**src/rtl/nanov_spi_fetch.sv**
```systemverilog
// SPI flash instruction fetcher: issues READ (or FAST READ when NANOV_FETCH_FAST_READ_EN
// is defined) and streams little-endian 32-bit words through a single output register.
module nanov_spi_fetch (
    input  logic        clk,
    input  logic        rst,
    input  logic        start,
    input  logic [23:0] addr,
    output logic [31:0] instr,
    output logic        instr_valid,
    input  logic        instr_ready,
    output logic        busy,
    output logic        spi_cs_n,
    output logic        spi_sck,
    output logic        spi_mosi,
    input  logic        spi_miso
);

    localparam int unsigned WORD_W = 32;
    localparam int unsigned CNT_W  = 5;

    typedef enum logic [2:0] {IDLE, GAP, CMD, ADDR, DUMMY, DATA} state_t;

`ifdef NANOV_FETCH_FAST_READ_EN
    localparam logic [7:0] CMD_BYTE   = 8'h0B;
    localparam state_t     AFTER_ADDR = DUMMY;
`else
    localparam logic [7:0] CMD_BYTE   = 8'h03;
    localparam state_t     AFTER_ADDR = DATA;
`endif

    localparam logic [CNT_W-1:0] GAP_LAST   = CNT_W'(1);
    localparam logic [CNT_W-1:0] CMD_LAST   = CNT_W'(7);
    localparam logic [CNT_W-1:0] ADDR_LAST  = CNT_W'(23);
    localparam logic [CNT_W-1:0] DUMMY_LAST = CNT_W'(7);
    localparam logic [CNT_W-1:0] DATA_LAST  = CNT_W'(31);

    state_t              state_q, state_d;
    logic [CNT_W-1:0]    cnt_q, cnt_d;
    logic [WORD_W-1:0]   tx_q, tx_d;
    logic [WORD_W-1:0]   rx_q, rx_d;
    logic                stall_q, stall_d;
    logic                cs_n_q, cs_n_d;
    logic                sck_q, sck_d;
    logic                mosi_q, mosi_d;
    logic [WORD_W-1:0]   instr_q, instr_d;
    logic                valid_q, valid_d;
    logic                busy_q, busy_d;
    logic [WORD_W-1:0]   tx_word_c;
    logic                word_done_c;
    logic                handshake_c;
    logic                unused_addr_lsbs;

    // Word address only; the two byte-offset bits are forced to zero on the wire.
    assign unused_addr_lsbs = ^addr[1:0];
    assign tx_word_c        = {CMD_BYTE, addr[23:2], 2'b00};
    assign handshake_c      = valid_q && instr_ready;

    // Bytes arrive in address order into the top of rx; reverse them for little-endian.
    function automatic logic [WORD_W-1:0] swap_bytes(input logic [WORD_W-1:0] w);
        return {w[7:0], w[15:8], w[23:16], w[31:24]};
    endfunction

    always_comb begin
        state_d     = state_q;
        cnt_d       = cnt_q;
        tx_d        = tx_q;
        rx_d        = rx_q;
        stall_d     = stall_q;
        cs_n_d      = cs_n_q;
        sck_d       = sck_q;
        mosi_d      = mosi_q;
        instr_d     = instr_q;
        valid_d     = valid_q;
        word_done_c = 1'b0;

        if (start) begin
            valid_d = 1'b0;
            stall_d = 1'b0;
            sck_d   = 1'b0;
            cnt_d   = '0;
            rx_d    = '0;
            if (state_q == IDLE) begin
                state_d = CMD;
                cs_n_d  = 1'b0;
                mosi_d  = tx_word_c[WORD_W-1];
                tx_d    = {tx_word_c[WORD_W-2:0], 1'b0};
            end else begin
                state_d = GAP;
                cs_n_d  = 1'b1;
                mosi_d  = 1'b0;
                tx_d    = tx_word_c;
            end
        end else begin
            case (state_q)
                GAP: begin
                    if (cnt_q == GAP_LAST) begin
                        state_d = CMD;
                        cnt_d   = '0;
                        cs_n_d  = 1'b0;
                        mosi_d  = tx_q[WORD_W-1];
                        tx_d    = {tx_q[WORD_W-2:0], 1'b0};
                    end else begin
                        cnt_d = cnt_q + CNT_W'(1);
                    end
                end
                CMD, ADDR, DUMMY, DATA: begin
                    if (!sck_q) begin
                        // A stalled word keeps SCK parked in its low phase.
                        if (!stall_q) sck_d = 1'b1;
                    end else begin
                        sck_d  = 1'b0;
                        mosi_d = tx_q[WORD_W-1];
                        tx_d   = {tx_q[WORD_W-2:0], 1'b0};
                        cnt_d  = cnt_q + CNT_W'(1);
                        case (state_q)
                            CMD: if (cnt_q == CMD_LAST) begin
                                state_d = ADDR;
                                cnt_d   = '0;
                            end
                            ADDR: if (cnt_q == ADDR_LAST) begin
                                state_d = AFTER_ADDR;
                                cnt_d   = '0;
                            end
                            DUMMY: if (cnt_q == DUMMY_LAST) begin
                                state_d = DATA;
                                cnt_d   = '0;
                            end
                            default: begin
                                rx_d        = {rx_q[WORD_W-2:0], spi_miso};
                                word_done_c = (cnt_q == DATA_LAST);
                            end
                        endcase
                    end
                end
                default: ;
            endcase

            if (word_done_c) begin
                if (!valid_q || instr_ready) begin
                    instr_d = swap_bytes(rx_d);
                    valid_d = 1'b1;
                end else begin
                    stall_d = 1'b1;
                end
            end else if (handshake_c) begin
                if (stall_q) begin
                    instr_d = swap_bytes(rx_q);
                    stall_d = 1'b0;
                end else begin
                    valid_d = 1'b0;
                end
            end
        end

        busy_d = (state_d != IDLE);
    end

    always_ff @(posedge clk) begin
        if (rst) begin
            state_q <= IDLE;
            cnt_q   <= '0;
            tx_q    <= '0;
            rx_q    <= '0;
            stall_q <= 1'b0;
            cs_n_q  <= 1'b1;
            sck_q   <= 1'b0;
            mosi_q  <= 1'b0;
            instr_q <= '0;
            valid_q <= 1'b0;
            busy_q  <= 1'b0;
        end else begin
            state_q <= state_d;
            cnt_q   <= cnt_d;
            tx_q    <= tx_d;
            rx_q    <= rx_d;
            stall_q <= stall_d;
            cs_n_q  <= cs_n_d;
            sck_q   <= sck_d;
            mosi_q  <= mosi_d;
            instr_q <= instr_d;
            valid_q <= valid_d;
            busy_q  <= busy_d;
        end
    end

    assign instr       = instr_q;
    assign instr_valid = valid_q;
    assign busy        = busy_q;
    assign spi_cs_n    = cs_n_q;
    assign spi_sck     = sck_q;
    assign spi_mosi    = mosi_q;

endmodule

```
**config.mk**
```make
export PLATFORM = sky130hd
export DESIGN_NAME = nanov_spi_fetch
export DESIGN_NICKNAME = d
export VERILOG_FILES = /design/src/rtl/nanov_spi_fetch.sv
export SDC_FILE = /design/constraint.sdc
export NUM_CORES = 1
export LEC_CHECK = 0
export CORE_AREA = 2 2 91 110
export CTS_BUF_LIST = sky130_fd_sc_hd__clkbuf_8
export CTS_CLUSTER_SIZE = 30
export DETAILED_ROUTE_END_ITERATION = 7
export DIE_AREA = 0 0 93 112
export PLACE_DENSITY = 0.78
export SYNTH_ARGS = -nofsm -noshare
export SYNTH_HDL_FRONTEND = slang
export SYNTH_SLANG_ARGS = --single-unit
```
**constraint.sdc**
```tcl
create_clock -name clk -period 2.8 [get_ports clk]
set_input_delay 0.28 -clock clk [delete_from_list [all_inputs] [get_ports clk]]
set_output_delay 0.28 -clock clk [all_outputs]
set_load 0.02 [all_outputs]
```
==> run summary <==
* 2.53 ns — Arrival @ worst endpoint
* and2_4 — slowest stage cell on the critical path
* 0.745% — synthesized-area fraction occupied by adder cells
* 19300 µm — first-pass GRT wire length
* 261 µV — peak supply drop
* 7310 µm — HPWL after DPL
* 4345 — number of global-route vias before repair
* register — element type at the critical path end
* 3.02 ns — data required time at the worst endpoint
* 0 — post-CTS repair timing setup buffer count
* 5040 µm² — synthesized cell area
* register — kind of start point of the critical path
* 483 nW/µm² — power per cell area
* 0 — yosys warns
* 108 — Sinks on Clock Net
* simple AND/OR/NAND/NOR gates — largest delay contributor family on the critical path
* 5.80 — via-per-instance ratio
* dfxtp_1 — Main synth FF type
* 3 — H-tree levels
* 0 — number of max-cap violations
* 4515 — total via count in the routed design
* 27.3% — complex-gate fraction of the synthesized area
* 0 — Post-route DRC
* 0 — antenna violations before repair
* 654 — syn_nets
* 0.714 ns — Tightest Pin Transition
* 10400 µm² — total die area
* 47 — post-synth cell types
* 1.80 nW — static leakage power
* 683 — number of nets in the final layout
* 112 µm — chip height
* false — unrepaired setup endpoints after global routing
* 0 — Final Max Slew Viols
* 2160 µm² — footprint of the flip-flops and latches
* 16.0% — synthesis-to-finish area growth
* ha_1 — most frequent cell on the critical path
* 93 µm — Die X-Extent
* clkbuf_8 — root buffer selected by CTS
* 0.10 ns — clock-pin slew reported for the worst setup and hold paths after clock tree synthesis
* 66 — total I/O pin count
* 0% — async set or reset register ratio after synthesis
* 0.50 ns — FF-to-FF setup slack
* nand2_1 — most frequent standard cell in the layout excluding fill and tap cells
* 0 — Buffers & Inverters on Critical Path
* nand2_1, dfxtp_1, a21oi_1 — most frequent cells in the layout
* 0 — setup violation total in the final timing report
* 2 — maximum buffer depth of the clock tree
* 622 — Synth Instances
* 0.750 — weighted congestion at the end of routability-driven global placement
* 830 — count of filler cells inserted in the layout
* 0.56 ns — Largest stage delay, worst path
* compound AO/OA/AOI/OAI gates — largest family of logic cells by synthesized area
* 0 — quantity of hold-fixing buffers added after cts
* cnt_q[0]$_SDFFE_PP0P_ — startpoint of the most critical register-to-register path
* done — clock tree from TritonCTS
* 0.348% — xor/xnor cell area share of the yosys netlist
* 6 — R2R cell count
* 63 — number of port buffers
* instr[15]$_SDFFE_PP0P_ — end point of the worst hold path
* 22.7% — GRT Overall Usage
* 13.7% — fraction of final layout cells with drive strength greater than 1
* 9 — Num CTS Buffers
* 11700 µm — routed wire length
* 434 MHz — achievable clock frequency
* 0 — number of synthesized flops with an enable pin
* 0 — Resize count post-CTS
* 0.38 ns — clock latency on the worst-skew pair
* 8.10 µm² — synthesized area per cell
* input pin to register — Hold Path Class
* 9370 µm² — core area
* rst — worst hold path startpoint
* 53.8% — Starting Density
* 0.199% — proportion of synthesized area in mux cells
* finished, final reports clean — result of the run
* 0 — Hold Vio Cnt, Final
* 15.1 µm — average routed wire per standard cell
* 2.30 ns — fin crit period
* 82.3% — part of the cycle the worst path needs
* 4.80% — fraction of met3 tracks used by global routing
* met2 — global-route layer with the greatest usage
* 0 — total overflow reported by the global router
* ha_1 > and3_1 > ha_1 > a22o_4 > and2_4 > a311oi_2 — CP cell instances
* 0.393 ns — final hold slack
* 6 — first-pass iteration count of the detailed router
* 52.2% — Max transition margin
* cnt_q[0]$_SDFFE_PP0P_ — CP startpoint
* 42.9% — portion of the post-synthesis area used by sequential elements
* 2 — worst hold path stage count
* 260 — number of DRC violations after detailed-routing iteration 0
* register to register — crit path kind
* 41.2% — met2 track demand over resource
* 108 — number of flip-flops and latches in the synthesized netlist
* 22.5% — simple-gate share of the synthesized area
* 0 — number of antenna cells inserted
* 0.0178 ns — Post-Route Skew
* 2590 µm² — multi-input logic area
* 26.1% — met1 Usage GRT
* 39 — FP Rows
* 0 — DRT antenna net count
* 33 — critical path peak fanout
* instr[24]$_SDFFE_PP0P_ — RR Endpoint
* 0 ns — Setup Total Neg Slack
* 66 — maximum number of pins on one net before global-route repair
-- final cells by class --
class                   instances  area share, %
multi-input cells             451           44.2
flip-flops and latches        108           37.0
repair buffers                 77           12.5
well taps                     123           2.63
clock buffers                   9           2.12
clock inverters                 7           1.28
inverters                       4          0.257
-- cells in the mapped netlist (3+ instances only) --
cell type | number | share of area [%]
clkbuf_1 | 34 | 2.5
nand2_1 | 204 | 15
o211ai_1 | 3 | 0.45
a311oi_1 | 5 | 0.87
ha_1 | 3 | 0.75
inv_1 | 3 | 0.22
nor2_1 | 6 | 0.45
nand3_1 | 36 | 3.6
buf_2 | 12 | 1.2
a31oi_1 | 24 | 3.0
dfxtp_1 | 108 | 43
a21oi_1 | 82 | 8.1
nor3_1 | 3 | 0.30
buf_1 | 5 | 0.37
buf_4 | 3 | 0.45
a31o_2 | 21 | 3.7
buf_6 | 5 | 1.1
a311oi_2 | 30 | 8.9
-- stage by stage --
step	utilization, %	total power [mW]	std cells	setup slack (ns)	area [µm²]
floorplan	-	1.81	622	0.829	5040
global placement	60.3	1.89	763	0.593	5650
detailed placement	60.3	1.90	763	0.503	5650
CTS	62.4	2.85	779	0.486	5850
global route	62.4	2.94	779	0.341	5850
finish	62.4	2.83	779	0.495	5850
-- worst max-delay path by stage --
stage                        endpoint  slack (ns)  cells past startpoint
4_1_cts        instr[24]$_SDFFE_PP0P_        0.49                      6
3_5_place_dp   instr[24]$_SDFFE_PP0P_        0.50                      6
6_report       instr[24]$_SDFFE_PP0P_        0.50                      6
2_1_floorplan  instr[10]$_SDFFE_PP0P_        0.83                      9
5_1_grt        instr[31]$_SDFFE_PP0P_        0.34                      6
3_3_place_gp   instr[21]$_SDFFE_PP0P_        0.59                      6
-- per-layer routing --
metal | part of all wire [%] | vias to the layer above | wire, µm
met3 | 5.0 | 15 | 582
met2 | 51 | 122 | 5980
met4 | 1.4 | 0 | 167
li1 | - | 2251 | -
met1 | 43 | 2127 | 5010
met5 | 0 | - | 0
-- logic make-up (layout without fill, tap and decap cells) --
group,count (synthesis),in the layout
compound gates,179,179
xor+xnor,2,2
fa+ha+maj,3,3
buf+inv,63,97
flops,108,108
mux,1,1
simple gates,266,266
-- worst register-to-register path, cell delays in order, from the launching register on --
cell	delay, ns
dfxtp_1	0.42
ha_1	0.23
and3_1	0.17
ha_1	0.21
a22o_4	0.36
and2_4	0.57
a311oi_2	0.21
-- report_power, final --
group          switching, mW  total (mW)  internal (mW)
Clock                  0.536       0.956          0.420
Sequential            0.0255        1.60           1.57
Combinational          0.155       0.272          0.118
Total                  0.716        2.83           2.11
-- sequential cells by signal, summed over array words and instances (netlist names) --
name / count
busy: 1
cnt_q: 5
instr: 32
instr_valid: 1
rx_q: 32
spi_cs_n: 1
spi_mosi: 1
spi_sck: 1
stall_q: 1
state_q: 3
tx_q: 30
Power figures use the tool's default switching activity.
